## config.mk

```make
export PLATFORM = sky130hd
export DESIGN_NAME = if_fetch_unit
export DESIGN_NICKNAME = d
export VERILOG_FILES = /design/src/rtl/if_fetch_unit.sv
export SDC_FILE = /design/constraint.sdc
export NUM_CORES = 1
export LEC_CHECK = 0
export BUFFER_PORTS_ARGS = -buffer_cell sky130_fd_sc_hd__buf_2
export CAP_MARGIN = 15
export CORE_UTILIZATION = 52
export DETAILED_ROUTE_END_ITERATION = 8
export MAX_ROUTING_LAYER = met4
export PLACE_DENSITY_LB_ADDON = 0.12
export RECOVER_POWER = 100
export SLEW_MARGIN = 20
export SYNTH_ARGS = -nofsm -noshare
export SYNTH_HDL_FRONTEND = slang
export SYNTH_SLANG_ARGS = --single-unit
```

## constraint.sdc

```tcl
create_clock -name clk -period 3.64 [get_ports clk]
set_input_delay 0.728 -clock clk [delete_from_list [all_inputs] [get_ports clk]]
set_output_delay 0.728 -clock clk [all_outputs]
set_load 0.05 [all_outputs]
```

## src/rtl/if_fetch_unit.sv

```systemverilog
// Instruction-fetch stage: owns the PC, runs the instruction SRAM handshake one
// request at a time, and hands {ce, pc} plus the buffered word to decode.
module if_fetch_unit #(
  parameter logic [31:0] RESET_PC = 32'hBFC0_0000
) (
  input  logic        clk,
  input  logic        rst,
  input  logic [5:0]  stall,
  input  logic [32:0] br_bus,
  output logic        inst_req,
  output logic [31:0] inst_addr,
  input  logic        inst_addr_ok,
  input  logic        inst_data_ok,
  input  logic [31:0] inst_rdata,
  output logic [32:0] if_to_id_bus,
  output logic [31:0] if_inst,
  output logic        fetch_busy
);

  typedef enum logic [1:0] {
    IDLE  = 2'd0,
    REQ   = 2'd1,
    WAIT  = 2'd2,
    VALID = 2'd3
  } state_e;

  localparam logic STOP = 1'b1;

  state_e      state_q, state_d;
  logic [31:0] pc_q, pc_d;
  logic [31:0] inst_buf_q, inst_buf_d;
  logic        br_pend_q, br_pend_d;
  logic [31:0] br_target_q, br_target_d;

  logic        br_e;
  logic [31:0] br_addr;
  logic [31:0] next_pc;
  logic        handoff;
  logic        unused_stall;

  assign br_e         = br_bus[32];
  assign br_addr      = br_bus[31:0];
  assign unused_stall = ^{stall[5:2], stall[0]};
  assign handoff      = (state_q == VALID) && (stall[1] != STOP);

  // A pending branch wins over a same-cycle br_e: the pending one is older.
  assign next_pc = br_pend_q ? br_target_q :
                   br_e      ? br_addr     :
                               pc_q + 32'd4;

  // NOTE: sequential state uses non-blocking (<=) so every register samples
  // the pre-edge values; blocking here would create order-dependent races.
  always_ff @(posedge clk or posedge rst) begin
    if (rst) begin
      state_q     <= IDLE;
      pc_q        <= RESET_PC;
      inst_buf_q  <= 32'd0;
      br_pend_q   <= 1'b0;
      br_target_q <= 32'd0;
    end else begin
      state_q     <= state_d;
      pc_q        <= pc_d;
      inst_buf_q  <= inst_buf_d;
      br_pend_q   <= br_pend_d;
      br_target_q <= br_target_d;
    end
  end

  // NOTE: every signal assigned in this block gets a default first, so no
  // path through the case leaves it unassigned and no latch is inferred.
  always_comb begin
    state_d     = state_q;
    pc_d        = pc_q;
    inst_buf_d  = inst_buf_q;
    br_pend_d   = br_pend_q;
    br_target_d = br_target_q;

    if (br_e) begin
      br_pend_d   = 1'b1;
      br_target_d = br_addr;
    end

    unique case (state_q)
      IDLE: state_d = REQ;
      REQ: begin
        if (inst_addr_ok) state_d = WAIT;
      end
      WAIT: begin
        if (inst_data_ok) begin
          inst_buf_d = inst_rdata;
          state_d    = VALID;
        end
      end
      VALID: begin
        if (handoff) begin
          pc_d      = next_pc;
          state_d   = REQ;
          // Handoff consumes the pending branch; a same-cycle br_e is either
          // used directly (nothing pending) or becomes the new pending one.
          br_pend_d = br_pend_q & br_e;
        end
      end
      default: state_d = IDLE;
    endcase
  end

  assign inst_req     = (state_q == REQ);
  assign inst_addr    = (state_q == REQ) ? pc_q : 32'd0;
  assign fetch_busy   = (state_q == REQ) || (state_q == WAIT);
  assign if_to_id_bus = (state_q == VALID) ? {1'b1, pc_q} : 33'd0;
  assign if_inst      = (state_q == VALID) ? inst_buf_q : 32'd0;

endmodule

```

# Word level (Yosys, flattened, before mapping)
# Index checks and enable logic that the tools add are counted.
# word_totals
register_bits	99
inputBits	75
output_inout_bits	99
wordCells	32
# classes
add_sub_neg	1
n_eq_ne	6
mux	12
n_bitwise	2
n_reduce_logical	6
# ops
op	count
2-to-1 mux 32 bit	4
2-to-1 mux 33 bit	1
adder 32 x 3 -> 32 bit, second input constant	1
one-hot mux 2 bit (4 select lines)	1
2-to-1 mux 2 bit	3
equality test 2 bit, second input constant	2
!= test 2 bit, second input constant	2
AND reduction 2 bit	2
2-to-1 mux 1 bit	3
AND reduction 3 bit	1
equality test 2 x 1 -> 1 bit, second input constant	1
logical NOT 2 bit	1
!= test 2 x 1 -> 1 bit, second input constant	1
bitwise AND 1 bit	1
logical AND 1 bit	1
logical OR 1 bit	1
NOT 1 bit	1

# Logic depth before layout (Yosys ltp)
# Gate-level depths: netlist (run 1).
# depth
ltp_word	4
ltp_mapped	7
ltp_nobuf	6

# Least setup slack after synthesis (run 1)
# OpenSTA, ideal clock, no wires.
# synth_path
path_kind	reg-to-output
from	register state_q[0]
to	output if_inst[31]
arrival_ps	1910
required_ps	2912
setup_slack_ps	1002
path_stages_with_launch	5
path_buffers	2
path_cell_list	dfrtp_1 ha_1 clkbuf_1 clkbuf_1 and2_1
# synth_via
elab_chain_len	2
# synth_rtl
element	line_no	rtl
from (decl)	29	state_e state_q, state_d;
from (signal assigned)	61	state_q <= state_d;
equality test 2 bit	111	assign if_inst = (state_q == VALID) ? inst_buf_q : 32'd0;
2-to-1 mux 32 bit	111	
to (decl)	16	output logic [31:0] if_inst,
# Every way passes these cells.

# Worst setup path after layout (run 1)
# layout_path
from	register state_q[0]
to	output if_to_id_bus[11]
# layout_via
elab_chain_len	2
# layout_rtl
element	line_no	rtl
equality test 2 bit	110	assign if_to_id_bus = (state_q == VALID) ? {1'b1, pc_q} : 33'd0;
2-to-1 mux 33 bit	110	
to (decl)	15	output logic [32:0] if_to_id_bus,
# Every way passes these cells.

==> impl_metrics.toml, run 1 <==
[place]
io_buffer_count = 168
place_area_um2 = 6700
gp_congestion = 0.882
dp_hpwl_um = 10600

[pwr]
powerDensity_nw_per_um2 = 898
p_leak_nw = 3.07
peakVddDrop_v = 0.000495

[synthesis]
avgSynthCellArea_um2 = 9.19
async_flop_share = 1.00
synth_area_leaders = "dfrtp_1 39%, and2_1 10%, mux2_2 9.9%"
mappedNetlistArea_um2 = 5770
yosysUniqueCellTypes = 56
synthMostInstantiatedCell = "and2_1"
syn-num-nets = 708
syn_inst = 628
synth_top_cell_area_share = 0.390
synth_common_cells = "94 x and2_1, 90 x dfrtp_1, 54 x o21ai_0"
ys.flop_type = "dfrtp_1"
yosys.area.top_type = "dfrtp_1"
ys_ff_latch = 99
synth_edf_count = 0
ys.warnings.count = 0
synth_seq_area_share = 0.431

[floorplanning]
initial_utilization = 0.533
io_pins = 174
fp.dieW_um = 107
dieArea_um2 = 11500
num_rows = 38
core_um2 = 10800
die_h_um = 107

[setup_path]
path_cells = "ha_1 > clkbuf_2 > and2_1 > buf_2"
critPathKind = "flop to primary output"
max_stage_delay_ps = 540
setup.worst_path.end_class = "primary output"
cpMaxStageDelayCell = "ha_1"
start_kind = "flop"
crit_arrival_ps = 2340
crit_fanout = 23
worstPathRequired_ps = 2910

[cts]
post_cts.repair.setup_buffers = 0
cts.sinks = 99
clk_latency_ps = 380
max-clock-path-buffers = 2
cts_buffers = 9
cts.reportedPaths.clkPinSlew_ps = 90
cts_tree = "built"
htreeDepth = 3
clock-root-buffer = "clkbuf_8"
cts_hold_buf = 0
cts_resized = 0

[routing]
drtIter0Drc = 280
first_pass_iters = 5
vias = 5185
routed_wl_um = 15100
drtAntennaViolNets = 0
viasPerCell = 5.68
drc = 0
drt-wirelength-per-cell_um = 16.6

[cells_and_area]
drive_above_1_share = 0.272
post-route-util = 0.631
num_antenna_cells = 0
syn2layout_area_growth_pct = 18.6
nets = 848
final_area_um2 = 6850

[global_route]
grt_use_total = 0.277
antenna_found_initial = 0
grt_pass1_vias = 4750
grt_overflow = 0
grt_pass1_wl_um = 24000
grt_max_degree = 67

[sta]
slew_violations = 107
fin_crit_ps = 3070
finalCritPeriodShare = 0.843
max_freq_mhz = 326
setup_viol = 0
fin_setup_tns_ps = 0
max-slew-margin-rel = -0.685
finalHoldViolations = 0
worst_pin_slew_ps = 2530
skew_ps = 5.82
grt_setup_unrepaired = "no"

[worst_hold_path]
hold_path.class = "flop to flop"

[flow_run]
drv_cap = 3

[outcome]
status = "complete, but fails checks"
violations = "capacitance limit, slew limit"
[critical path, delay by kind of cell, from the launching register on]
family | cells | cell delay (ps)
buffers and inverters | 2 | 770
adder cells (fa/ha/maj) | 1 | 540
flip-flops | 1 | 420
AND/OR/NAND/NOR | 1 | 220
[through the flow]
stage	std cells	setup WS (ps)	total power [W]	hold slack, ps
final	913	573	0.00615	504
after global routing	913	395	0.00651	526
after CTS	913	877	0.00624	507
after detailed placement	897	1250	0.00542	485
after global placement	897	1260	0.00532	479
after floorplan	628	336	0.00458	470
[cell families after synthesis]
logic type               after synthesis  share of synthesized area
multiplexers                          58                      0.112
flip-flops                            99                      0.431
XOR/XNOR                               3                    0.00455
adder cells (fa/ha/maj)                5                     0.0108
AND/OR/NAND/NOR                      250                      0.245
buffers and inverters                 78                     0.0518
AO/OA/AOI/OAI                        135                      0.145
[worst paths after layout]
kind                                            startpoint                          to  slack (ps)  cells after the start
worst min-delay path            inst_buf_q[26]$_DFFE_PP0P_  inst_buf_q[26]$_DFFE_PP0P_         500                      1
worst max register to register         pc_q[4]$_DFFE_PP0P_        pc_q[27]$_DFFE_PP1P_         680                      4
worst min register to register  inst_buf_q[26]$_DFFE_PP0P_  inst_buf_q[26]$_DFFE_PP0P_         500                      1
min in group asynchronous                              rst   inst_buf_q[5]$_DFFE_PP0P_        1210                      2
worst max-delay path                state_q[0]$_DFFE_PP0P_            if_to_id_bus[11]         570                      4
max in group asynchronous                              rst        pc_q[21]$_DFFE_PP0P_         970                      2
[where the power goes]
| group | internal (W) | switching (W) |
|---|---|---|
| combinational | 0.000963 | 0.00242 |
| clock | 0.000424 | 0.000391 |
| sequential | 0.00153 | 0.000420 |
| total | 0.00291 | 0.00323 |
[cells in the final DEF (no fill, tap or decap), types with 12 or more instances in the layout]
cell and count:
buf_2 123, and2_1 94, dfrtp_1 90, o21ai_0 54, nand2_1 51, mux2_2 51, clkbuf_1 50, a21oi_1 27
inv_1 26, nor2_1 20, nand3_1 15, nor3_1 12
[routing by layer]
metal / global-route usage / vias up / wire, um
li1: - / 2479 / -
met3: 0.0381 / 15 / 822
met5: - / - / 0
met4: 0.0861 / 0 / 174
met1: 0.362 / 2516 / 6710
met2: 0.451 / 175 / 7410
[state kept, by name, indices dropped and copies added, names as in the netlist]
register / count
inst_buf_q: 32
br_pend_q: 1
pc_q: 32
br_target_q: 32
state_q: 2
[layout make-up]
class                           count  area [um^2]
Multi-Input combinational cell    451         2980
Tap cell                          140          175
Sequential cell                    99         2490
Inverter                           26         97.6
Fill cell                        1000         4000
Clock inverter                      4         72.6
Timing Repair Buffer              181          877
Clock buffer                       12          155
Note: power is estimated with default switching activity, not from simulation.
==> run 2: changes to the inputs <==
ABC_AREA = 1   (was unset)
CORE_UTILIZATION = 53   (was 52)
clock period = 2.9 ns   (was 3.64 ns; I/O delays follow)
==> impl_metrics.toml, run 2 <==
[floorplanning]
fp.dieW_um = 108
dieArea_um2 = 11600
initial_utilization = 0.544
io_pins = 174
num_rows = 38
die_h_um = 108
core_um2 = 10900

[pwr]
p_total_w = 0.00791
p_sw_w = 0.00437
swShare = 0.552
clkPwrFrac = 0.118
peakVddDrop_v = 0.000926
seq_power_share = 0.321
p_leak_nw = 4.08
power.internal_w = 0.00354
power_frac_comb = 0.561
powerDensity_nw_per_um2 = 1130

[cells_and_area]
nets = 1066
largestRegisters = "br_target_q x32, inst_buf_q x32, pc_q x32"
syn2layout_area_growth_pct = 18.3
drive_above_1_share = 0.239
post-route-util = 0.644
final_area_um2 = 7010
seq_area_um2 = 2490
fill_cells = 1036
multi_input_area_um2 = 2730
final_cell_mix = "307 x nand2_1, 134 x inv_1, 89 x dfrtp_1"
final_common_cell = "nand2_1"
num_antenna_cells = 0

[setup_path]
max_stage_delay_ps = 480
critPathKind = "flop to primary output"
crit_buf_inv = 3
start_kind = "flop"
worstPathRequired_ps = 2320
crit_path_end = "inst_req"
crit_fanout = 25
crit_cells = 4
crit_arrival_ps = 2080
crit_path_start = "state_q[1]$_DFFE_PP0P_"
r2r-end = "pc_q[25]$_DFFE_PP1P_"
ff2ff_path_depth = 7
r2r_slack_ps = 420
path_cells = "inv_1 > ha_1 > buf_12 > clkbuf_1"
setup.worst_path.end_class = "primary output"
cpMaxStageDelayCell = "clkbuf_1"
cp_top_family = "buffers and inverters"
r2r_start = "state_q[0]$_DFFE_PP0P_"

[global_route]
grt_pass1_vias = 4965
grt_use_total = 0.262
grt_overflow = 0
grt_pass1_wl_um = 23100
grt_max_degree = 50
antenna_found_initial = 0

[synthesis]
avgSynthCellArea_um2 = 7.06
yosys.area.top_type = "dfrtp_1"
mappedNetlistArea_um2 = 5930
synthMostInstantiatedCell = "nand2_1"
async_flop_share = 1.00
ys_ff_latch = 99
synth_area_leaders = "dfrtp_1 38%, nand2_1 19%, inv_1 8.5%"
syn_inst = 840
synth_top_cell_area_share = 0.380
synth_seq_area_share = 0.420
synth_edf_count = 0
ys.warnings.count = 0
syn-num-nets = 920
yosysUniqueCellTypes = 37
synth_common_cells = "307 x nand2_1, 134 x inv_1, 90 x dfrtp_1"
ys.flop_type = "dfrtp_1"

[routing]
drc = 0
drtAntennaViolNets = 0
vias = 5478
viasPerCell = 4.84
routed_wl_um = 13700
first_pass_iters = 4
drt-wirelength-per-cell_um = 12.1
drtIter0Drc = 256

[sta]
finalCritPeriodShare = 0.918
final.setup.worst_slack_ps = 239
finalHoldViolations = 0
grt_setup_unrepaired = "no"
worst_pin_slew_ps = 1380
fin_crit_ps = 2660
setup_viol = 0
fin_setup_tns_ps = 0
max_freq_mhz = 376
slew_violations = 0
skew_ps = 13.8
max-slew-margin-rel = 0.0771

[cts]
clk_latency_ps = 380
cts.sinks = 99
cts.reportedPaths.clkPinSlew_ps = 100
clock-root-buffer = "clkbuf_8"
htreeDepth = 3
cts_resized = 0
cts_buffers = 9
cts_tree = "built"
post_cts.repair.setup_buffers = 0
max-clock-path-buffers = 2
cts_hold_buf = 0

[place]
gp_congestion = 0.929
pre_cts_ws_ps = 737
io_buffer_count = 168
dp_hpwl_um = 10000
place_area_um2 = 6880

[worst_hold_path]
hold_path.class = "input port to flop"

[outcome]
status = "finished, final reports clean"

[flow_run]
drv_cap = 0
[run 2: cell count changes after synthesis, sizes merged, moves of 23 or more]
cell,before,now
inv,26,136
nor2,20,79
and2,94,1
nand2,51,315
o21ai,54,31
clkbuf,42,19
[run 2: worst min path at each step]
| stage | start | end | slack (ps) | cells after the start |
|---|---|---|---|---|
| after floorplan | br_target_q[6]$_DFFE_PP0P_ | br_target_q[6]$_DFFE_PP0P_ | 440 | 2 |
| after global placement | br_target_q[6]$_DFFE_PP0P_ | br_target_q[6]$_DFFE_PP0P_ | 450 | 2 |
| after detailed placement | br_target_q[7]$_DFFE_PP0P_ | br_target_q[7]$_DFFE_PP0P_ | 450 | 2 |
| after CTS | rst | br_target_q[10]$_DFFE_PP0P_ | 300 | 2 |
| after global routing | br_bus[0] | br_target_q[0]$_DFFE_PP0P_ | 400 | 3 |
| final | br_bus[0] | br_target_q[0]$_DFFE_PP0P_ | 410 | 3 |
[run 2: layer usage]
layer	GRT usage	routed length, um	up-vias
met5	-	0	-
li1	-	-	2846
met2	0.428	6520	142
met3	0.0472	681	10
met4	0.0675	143	0
met1	0.336	6380	2480
[run 2: cell families after synthesis]
kind of cell / count (synthesis) / synth area share
adder cells (fa/ha/maj): 5 / 0.0106
AO/OA/AOI/OAI: 92 / 0.0870
XOR/XNOR: 2 / 0.00296
multiplexers: 32 / 0.0608
AND/OR/NAND/NOR: 430 / 0.299
buffers and inverters: 180 / 0.120
flip-flops: 99 / 0.420
[run 2: stage by stage]
step	std cells	hold WS, ps
6_report	1131	412
3_5_place_dp	1115	453
2_1_floorplan	840	437
3_3_place_gp	1115	449
5_1_grt	1131	398
4_1_cts	1131	299
[run 2: area by class of cell]
cell class,count,area share
multi-input cells,561,0.389
clock buffers,10,0.0196
inverters,137,0.0735
repair buffers,178,0.127
well taps,140,0.0250
clock inverters,6,0.0103
flip-flops and latches,99,0.355
[run 2: tightest hold or removal path, cell delays in order]
cell and delay (ps):
buf_2 70, nand2_1 50, nand2_1 60
[run 2: power groups by stage]
stage / Clock [W] / Sequential (W) / Combinational (W)
4_1_cts: 0.000954 / 0.00254 / 0.00451
2_1_floorplan: 0 / 0.00228 / 0.00376
3_5_place_dp: 0 / 0.00256 / 0.00450
6_report: 0.000936 / 0.00254 / 0.00444
3_3_place_gp: 0 / 0.00255 / 0.00446
5_1_grt: 0.00101 / 0.00262 / 0.00487
